$ cat src/rtl/hazard_pkg.sv
// Shared encodings and shadow-pipeline entry type for the hazard/forwarding controller.
package hazard_pkg;

  localparam int unsigned FWD_W = 2;
  localparam int unsigned CNT_W = 16;
  // Widest register address supported; narrower addresses are zero-extended into it.
  localparam int unsigned DST_W = 8;

  localparam logic [FWD_W-1:0] FWD_RF   = 2'd0;
  localparam logic [FWD_W-1:0] FWD_MEM  = 2'd1;
  localparam logic [FWD_W-1:0] FWD_WB   = 2'd2;
  localparam logic [FWD_W-1:0] FWD_HOLD = 2'd3;

  typedef struct packed {
    logic             valid;
    logic [DST_W-1:0] dst;
    logic             reg_write;
    logic             mem_read;
  } shadow_t;

  // A live writer of a nonzero register that this operand actually reads.
  function automatic logic entry_hit(shadow_t e, logic [DST_W-1:0] src, logic used);
    return used && e.valid && e.reg_write && (e.dst == src) && (src != '0);
  endfunction

endpackage

$ cat src/rtl/fwd_operand_mux.sv
// One source operand: load-use detection for ID and forward select/data mux for EX.
module fwd_operand_mux
  import hazard_pkg::*;
#(
  parameter int unsigned REG_AW   = 5,
  parameter int unsigned XLEN     = 32,
  parameter int unsigned LOAD_LAT = 1
) (
  input  logic              en_i,
  input  logic [REG_AW-1:0] id_src_i,
  input  logic              id_used_i,
  input  logic [REG_AW-1:0] ex_src_i,
  input  logic              ex_used_i,
  input  shadow_t           ex_e_i,
  input  shadow_t           mem_e_i,
  input  shadow_t           wb_e_i,
  input  shadow_t           hold_e_i,
  input  logic [XLEN-1:0]   rf_data_i,
  input  logic [XLEN-1:0]   mem_data_i,
  input  logic [XLEN-1:0]   wb_data_i,
  input  logic [XLEN-1:0]   hold_data_i,
  output logic              load_hit_o,
  output logic [FWD_W-1:0]  sel_o,
  output logic [XLEN-1:0]   data_o
);

  logic [DST_W-1:0] id_src;
  logic [DST_W-1:0] ex_src;

  assign id_src = DST_W'(id_src_i);
  assign ex_src = DST_W'(ex_src_i);

  // Newest producer wins; a load still in MEM has no data yet and is skipped.
  always_comb begin
    load_hit_o = 1'b0;
    sel_o      = FWD_RF;
    if (en_i) begin
      load_hit_o = entry_hit(ex_e_i, id_src, id_used_i) && ex_e_i.mem_read;
      if (LOAD_LAT >= 2) begin
        load_hit_o = load_hit_o || (entry_hit(mem_e_i, id_src, id_used_i) && mem_e_i.mem_read);
      end
      if (entry_hit(mem_e_i, ex_src, ex_used_i) && !mem_e_i.mem_read) begin
        sel_o = FWD_MEM;
      end else if (entry_hit(wb_e_i, ex_src, ex_used_i)) begin
        sel_o = FWD_WB;
      end else if (entry_hit(hold_e_i, ex_src, ex_used_i)) begin
        sel_o = FWD_HOLD;
      end
    end
  end

  always_comb begin
    data_o = rf_data_i;
    case (sel_o)
      FWD_MEM:  data_o = mem_data_i;
      FWD_WB:   data_o = wb_data_i;
      FWD_HOLD: data_o = hold_data_i;
      default:  data_o = rf_data_i;
    endcase
  end

endmodule

$ cat src/rtl/hazard_forward_ctrl.sv
// Hazard detection and operand forwarding for the 5-stage pipeline, with a
// shadow scoreboard of EX/MEM/WB/WB+1 destinations and stall/flush counters.
module hazard_forward_ctrl
  import hazard_pkg::*;
#(
  parameter int unsigned REG_AW   = 5,
  parameter int unsigned XLEN     = 32,
  parameter int unsigned NUM_SRC  = 2,
  parameter int unsigned LOAD_LAT = 1
) (
  input  logic                      clk,
  input  logic                      rst_n,
  input  logic                      id_valid,
  input  logic [NUM_SRC*REG_AW-1:0] id_src_addr,
  input  logic [NUM_SRC-1:0]        id_src_used,
  input  logic [REG_AW-1:0]         id_dst_addr,
  input  logic                      id_reg_write,
  input  logic                      id_mem_read,
  input  logic                      branch_taken,
  input  logic [NUM_SRC*XLEN-1:0]   ex_rf_data,
  input  logic [XLEN-1:0]           mem_alu_result,
  input  logic [XLEN-1:0]           wb_data,
  output logic                      stall,
  output logic                      bubble_ex,
  output logic                      flush_if,
  output logic [NUM_SRC*FWD_W-1:0]  fwd_sel,
  output logic [NUM_SRC*XLEN-1:0]   ex_src_data,
  output logic [CNT_W-1:0]          stall_cnt,
  output logic [CNT_W-1:0]          flush_cnt
);

  shadow_t                   ex_q, ex_d, mem_q, wb_q, hold_e_q;
  logic [NUM_SRC*REG_AW-1:0] ex_src_q, ex_src_d;
  logic [NUM_SRC-1:0]        ex_used_q, ex_used_d;
  logic [XLEN-1:0]           hold_data_q, hold_data_d;
  logic [CNT_W-1:0]          stall_cnt_q, stall_cnt_d;
  logic [CNT_W-1:0]          flush_cnt_q, flush_cnt_d;
  logic [NUM_SRC-1:0]        load_hit;

  for (genvar g = 0; g < NUM_SRC; g++) begin : g_src
    fwd_operand_mux #(
      .REG_AW   (REG_AW),
      .XLEN     (XLEN),
      .LOAD_LAT (LOAD_LAT)
    ) u_mux (
      .en_i        (rst_n),
      .id_src_i    (id_src_addr[g*REG_AW +: REG_AW]),
      .id_used_i   (id_src_used[g]),
      .ex_src_i    (ex_src_q[g*REG_AW +: REG_AW]),
      .ex_used_i   (ex_used_q[g]),
      .ex_e_i      (ex_q),
      .mem_e_i     (mem_q),
      .wb_e_i      (wb_q),
      .hold_e_i    (hold_e_q),
      .rf_data_i   (ex_rf_data[g*XLEN +: XLEN]),
      .mem_data_i  (mem_alu_result),
      .wb_data_i   (wb_data),
      .hold_data_i (hold_data_q),
      .load_hit_o  (load_hit[g]),
      .sel_o       (fwd_sel[g*FWD_W +: FWD_W]),
      .data_o      (ex_src_data[g*XLEN +: XLEN])
    );
  end

  // A taken branch overrides any load-use stall; everything is quiet in reset.
  always_comb begin
    stall     = rst_n && !branch_taken && (|load_hit);
    bubble_ex = rst_n && (branch_taken || stall);
    flush_if  = rst_n && branch_taken;
  end

  always_comb begin
    ex_d        = '0;
    ex_src_d    = '0;
    ex_used_d   = '0;
    hold_data_d = hold_data_q;
    stall_cnt_d = stall_cnt_q;
    flush_cnt_d = flush_cnt_q;
    if (id_valid && !stall && !branch_taken) begin
      ex_d.valid     = 1'b1;
      ex_d.dst       = DST_W'(id_dst_addr);
      ex_d.reg_write = id_reg_write;
      ex_d.mem_read  = id_mem_read;
      ex_src_d       = id_src_addr;
      ex_used_d      = id_src_used;
    end
    if (wb_q.valid && wb_q.reg_write) begin
      hold_data_d = wb_data;
    end
    if (stall && (stall_cnt_q != '1)) begin
      stall_cnt_d = stall_cnt_q + CNT_W'(1);
    end
    if (branch_taken && (flush_cnt_q != '1)) begin
      flush_cnt_d = flush_cnt_q + CNT_W'(1);
    end
  end

  always_ff @(posedge clk) begin
    if (!rst_n) begin
      ex_q        <= '0;
      mem_q       <= '0;
      wb_q        <= '0;
      hold_e_q    <= '0;
      ex_src_q    <= '0;
      ex_used_q   <= '0;
      hold_data_q <= '0;
      stall_cnt_q <= '0;
      flush_cnt_q <= '0;
    end else begin
      ex_q        <= ex_d;
      mem_q       <= ex_q;
      wb_q        <= mem_q;
      hold_e_q    <= wb_q;
      ex_src_q    <= ex_src_d;
      ex_used_q   <= ex_used_d;
      hold_data_q <= hold_data_d;
      stall_cnt_q <= stall_cnt_d;
      flush_cnt_q <= flush_cnt_d;
    end
  end

  assign stall_cnt = stall_cnt_q;
  assign flush_cnt = flush_cnt_q;

endmodule

$ cat config.mk
export PLATFORM = sky130hd
export DESIGN_NAME = hazard_forward_ctrl
export DESIGN_NICKNAME = d
export VERILOG_FILES = /design/src/rtl/hazard_pkg.sv /design/src/rtl/fwd_operand_mux.sv /design/src/rtl/hazard_forward_ctrl.sv
export SDC_FILE = /design/constraint.sdc
export NUM_CORES = 1
export LEC_CHECK = 0
export ABC_AREA = 1
export CORE_MARGIN = 4
export CORE_UTILIZATION = 30
export DETAILED_ROUTE_END_ITERATION = 6
export SETUP_SLACK_MARGIN = 0.05
export SYNTH_ARGS = -nofsm -noshare
export SYNTH_HDL_FRONTEND = slang
export SYNTH_SLANG_ARGS = --single-unit
export TNS_END_PERCENT = 50
$ cat constraint.sdc
create_clock -name clk -period 2.1 [get_ports clk]
set_clock_uncertainty 0.15 [all_clocks]
set_input_delay 0.315 -clock clk [delete_from_list [all_inputs] [get_ports clk]]
set_output_delay 0.315 -clock clk [all_outputs]
set_load 0.03 [all_outputs]
==> impl_metrics.csv <==
group,metric,value,unit
outcome,status,"complete, but fails checks",
outcome,violations,"setup timing",
detailed_routing,drtPass1Iterations,7,
logic_synthesis,synth_seq_cells,106,
sta,layout_setup_ws,-767.9,ps
power,p_leak,6.231,nW
placed_design,dpl.hpwl,23.78,mm
sta,max_freq,348.7,MHz
placed_design,placed_cell_area,11820,sq um
grt,use_met1,28.59,%
sta,rsz0062_at_grt,"yes",
grt,antenna_found_initial,4,
sta,setup_viol,69,
detailed_routing,wl,34.36,mm
clocking,clk_pin_slew,80,ps
sta,fin_tns_setup,-44990,ps
grt,grt_util_met3,4.268,%
logic_synthesis,yosysTopAreaCell,"dfxtp_1",
grt,use_met2,40.42,%
power,powerDensity,347.3,nW/um^2
logic_synthesis,netlist_area,7345,sq um
placed_design,globalplace.congestion,0.9080,
worst_setup_path,cp-end-kind,"output pin",
logic_synthesis,ys_top_cells_by_count,"nand2_1, nor2_1, inv_1",
logic_synthesis,yosysMostFrequentCell,"nand2_1",
placed_design,portBuffers,253,
finish,n_fill_cell,2163,
sta,worst_slew_pin_slew,421.0,ps
placed_design,dp_cells,1978,
worst_setup_path,worstPathCellList,"inv_4, nand2_2, nand2_2, buf_6, inv_4, nand2_2, nor2_2, nand2_1, nand2_2, nand2_2, nand3_4, buf_6, buf_8, nand2_4, nor2_4, buf_6, nor2_4, buf_6",
worst_setup_path,crit_path_start_kind,"flop",
logic_synthesis,syn-num-nets,1450,
die,die_area,27050,sq um
finish,layoutNonFillerInstCount,2046,
die,pin_count,254,
logic_synthesis,synth_area_leaders,"dfxtp_1, nand2_1, nor2_1",
worst_setup_path,crit_required,1630,ps
clocking,cts_made_buffers,9,
die,rows,56,
detailed_routing,drt_iter0_markers,461,
flow_run,cap_violations,0,
clocking,htree_num_levels,3,
logic_synthesis,syn_avg_cell_area,5.663,sq um
worst_setup_path,crit_fanout,7,
clocking,cts_root_buffer,"clkbuf_16",
worst_setup_path,criticalPathCategory,"reg -> out",
logic_synthesis,async_flop_share,0,%
sta,hold_viol_final,0,
detailed_routing,final_antenna_net_count,0,
clocking,cts_tree,"built",
logic_synthesis,yosys_warnings,0,
finish,area_growth,92.62,%
grt,grt-busiest-layer,"met2",
clocking,cts_buffer_depth,2,
power,power,4.913,mW
grt,grt_pass1_vias,9501,
power,peakVddDrop,0.0003938,V
finish,nets,1874,
sta,period_needed,2868,ps
grt,track_usage,23.10,%
detailed_routing,vias,10039,
logic_synthesis,synth_edf_count,0,
detailed_routing,drcViolationCount,0,
grt,gr-total-overflow,0,
logic_synthesis,synth.top_cell.area_share,28.89,%
worst_setup_path,crit_slowest_cell,"dfxtp_4",
worst_setup_path,cpPeakStageDelay,390,ps
worst_setup_path,crit_top_cell,"nand2_2",
die,initial_core_util,30.92,%
sta,fin_crit_sh,136.6,%
sta,whs,284.3,ps
logic_synthesis,synth.distinct_cells,31,
logic_synthesis,ys.flop_type,"dfxtp_1",
logic_synthesis,yosysSeqAreaShare,28.89,%
grt,grt_pass1_wl,49.84,mm
grt,grt_max_degree,39,
detailed_routing,wl_per_cell,16.79,um
sta,relSlewSlack,71.90,%
detailed_routing,via_per_inst,4.907,
clocking,clk_latency,370,ps
clocking,clock_sinks,106,
die,fp.coreArea,23750,sq um
die,die_h,164.5,um
worst_setup_path,cp.arrival,2400,ps
finish,layout-drive-gt1-share,37.49,%
sta,drv_slew,0,
finish,final_area,14150,sq um
logic_synthesis,synth_cells,1297,
worst_hold_path,hold_path.class,"reg -> reg",
die,die_w,164.5,um
[per-layer routing]
metal | wire (um) | vias to the layer above
li1 | - | 4948
met1 | 13590 | 4592
met2 | 17010 | 428
met3 | 2849 | 63
met4 | 850 | 8
met5 | 57 | -
[kinds of logic after synthesis]
group / Yosys count / synth area share [%]
AND/OR/NAND/NOR: 854 / 48.91
buffers and inverters: 205 / 11.52
flip-flops: 106 / 28.89
AO/OA/AOI/OAI: 104 / 7.240
XOR/XNOR: 26 / 3.101
adder cells (fa/ha/maj): 2 / 0.3407
[layout make-up]
cell class	count	area, sq um	area share, %
diodes	1	2.502	0.01769
well taps	319	399.1	2.821
clock inverters	6	50.05	0.3538
repair buffers	476	4940	34.92
flip-flops and latches	106	2182	15.42
multi-input cells	986	5781	40.86
inverters	142	554.3	3.918
clock buffers	10	239.0	1.689
[state kept, by name (all words and copies together), names as in the netlist]
signal / count
ex_q: 8
ex_src_q: 10
ex_used_q: 2
flush_cnt: 16
hold_data_q: 32
hold_e_q: 7
mem_q: 8
stall_cnt: 16
wb_q: 7
[layout by cell type (no fill, tap or decap), types with 4 or more instances in the layout]
cell type / count
inv_2: 22
nor2_4: 86
nand2_2: 66
buf_4: 149
inv_1: 114
dfxtp_1: 78
a21oi_2: 7
a21oi_1: 38
nor3_2: 6
dfxtp_2: 18
buf_6: 106
nor2_2: 61
dfxtp_4: 10
xnor2_1: 11
nand2_1: 279
buf_12: 22
nor3_1: 6
xor2_1: 13
o21ai_2: 6
nand3_2: 10
buf_8: 6
a21oi_4: 5
clkbuf_16: 14
clkdlybuf4s50_1: 174
nand3_1: 108
nand4_1: 57
nand2_4: 19
nand3_4: 8
nor2_1: 142
dlygate4sd2_1: 4
o21ai_0: 42
[per-stage QoR]
stage / worst slack (ps) / util, %
after detailed placement: -817.4 / 49.77
after global placement: -811.1 / 49.77
after global routing: -871.3 / 59.55
after floorplan: -1.257 / -
after CTS: -763.7 / 55.24
final: -767.9 / 59.56
[final timing paths]
kind,startpoint,endpoint,slack [ps],depth (start not counted)
setup / recovery,ex_src_q[2]$_SDFF_PN0_,ex_src_data[31],-770,18
hold / removal,wb_q[10]$_SDFF_PN0_,hold_e_q[10]$_SDFF_PN0_,280,2
setup reg to reg,flush_cnt[1]$_SDFFE_PN0P_,flush_cnt[11]$_SDFFE_PN0P_,120,11
hold reg to reg,wb_q[10]$_SDFF_PN0_,hold_e_q[10]$_SDFF_PN0_,280,2
[where the power goes]
part	leakage [nW]	switching, mW	internal [mW]	total, mW
registers	0.873	0.0228	2.02	2.04
clock network	0.141	0.868	0.855	1.72
logic	5.22	0.550	0.599	1.15
[worst max-delay path: cells and delay by family, from the launching register on]
kind / cells / cell delay [ps]
AND/OR/NAND/NOR: 11 / 900
buffers and inverters: 7 / 750
flip-flops: 1 / 390
[repair_timing]
item / 4_1_cts / 5_1_grt
gates resized for setup: 309 / 216
hold buffers: 0 / 0
cloned: 5 / 6
pin swaps: 63 / 73
endpoints found under the setup margin: 71 / 90
setup buffers: 24 / 19
endpoints found under the hold margin: 0 / 0
No activity file was read; power rests on OpenSTA's default activity.
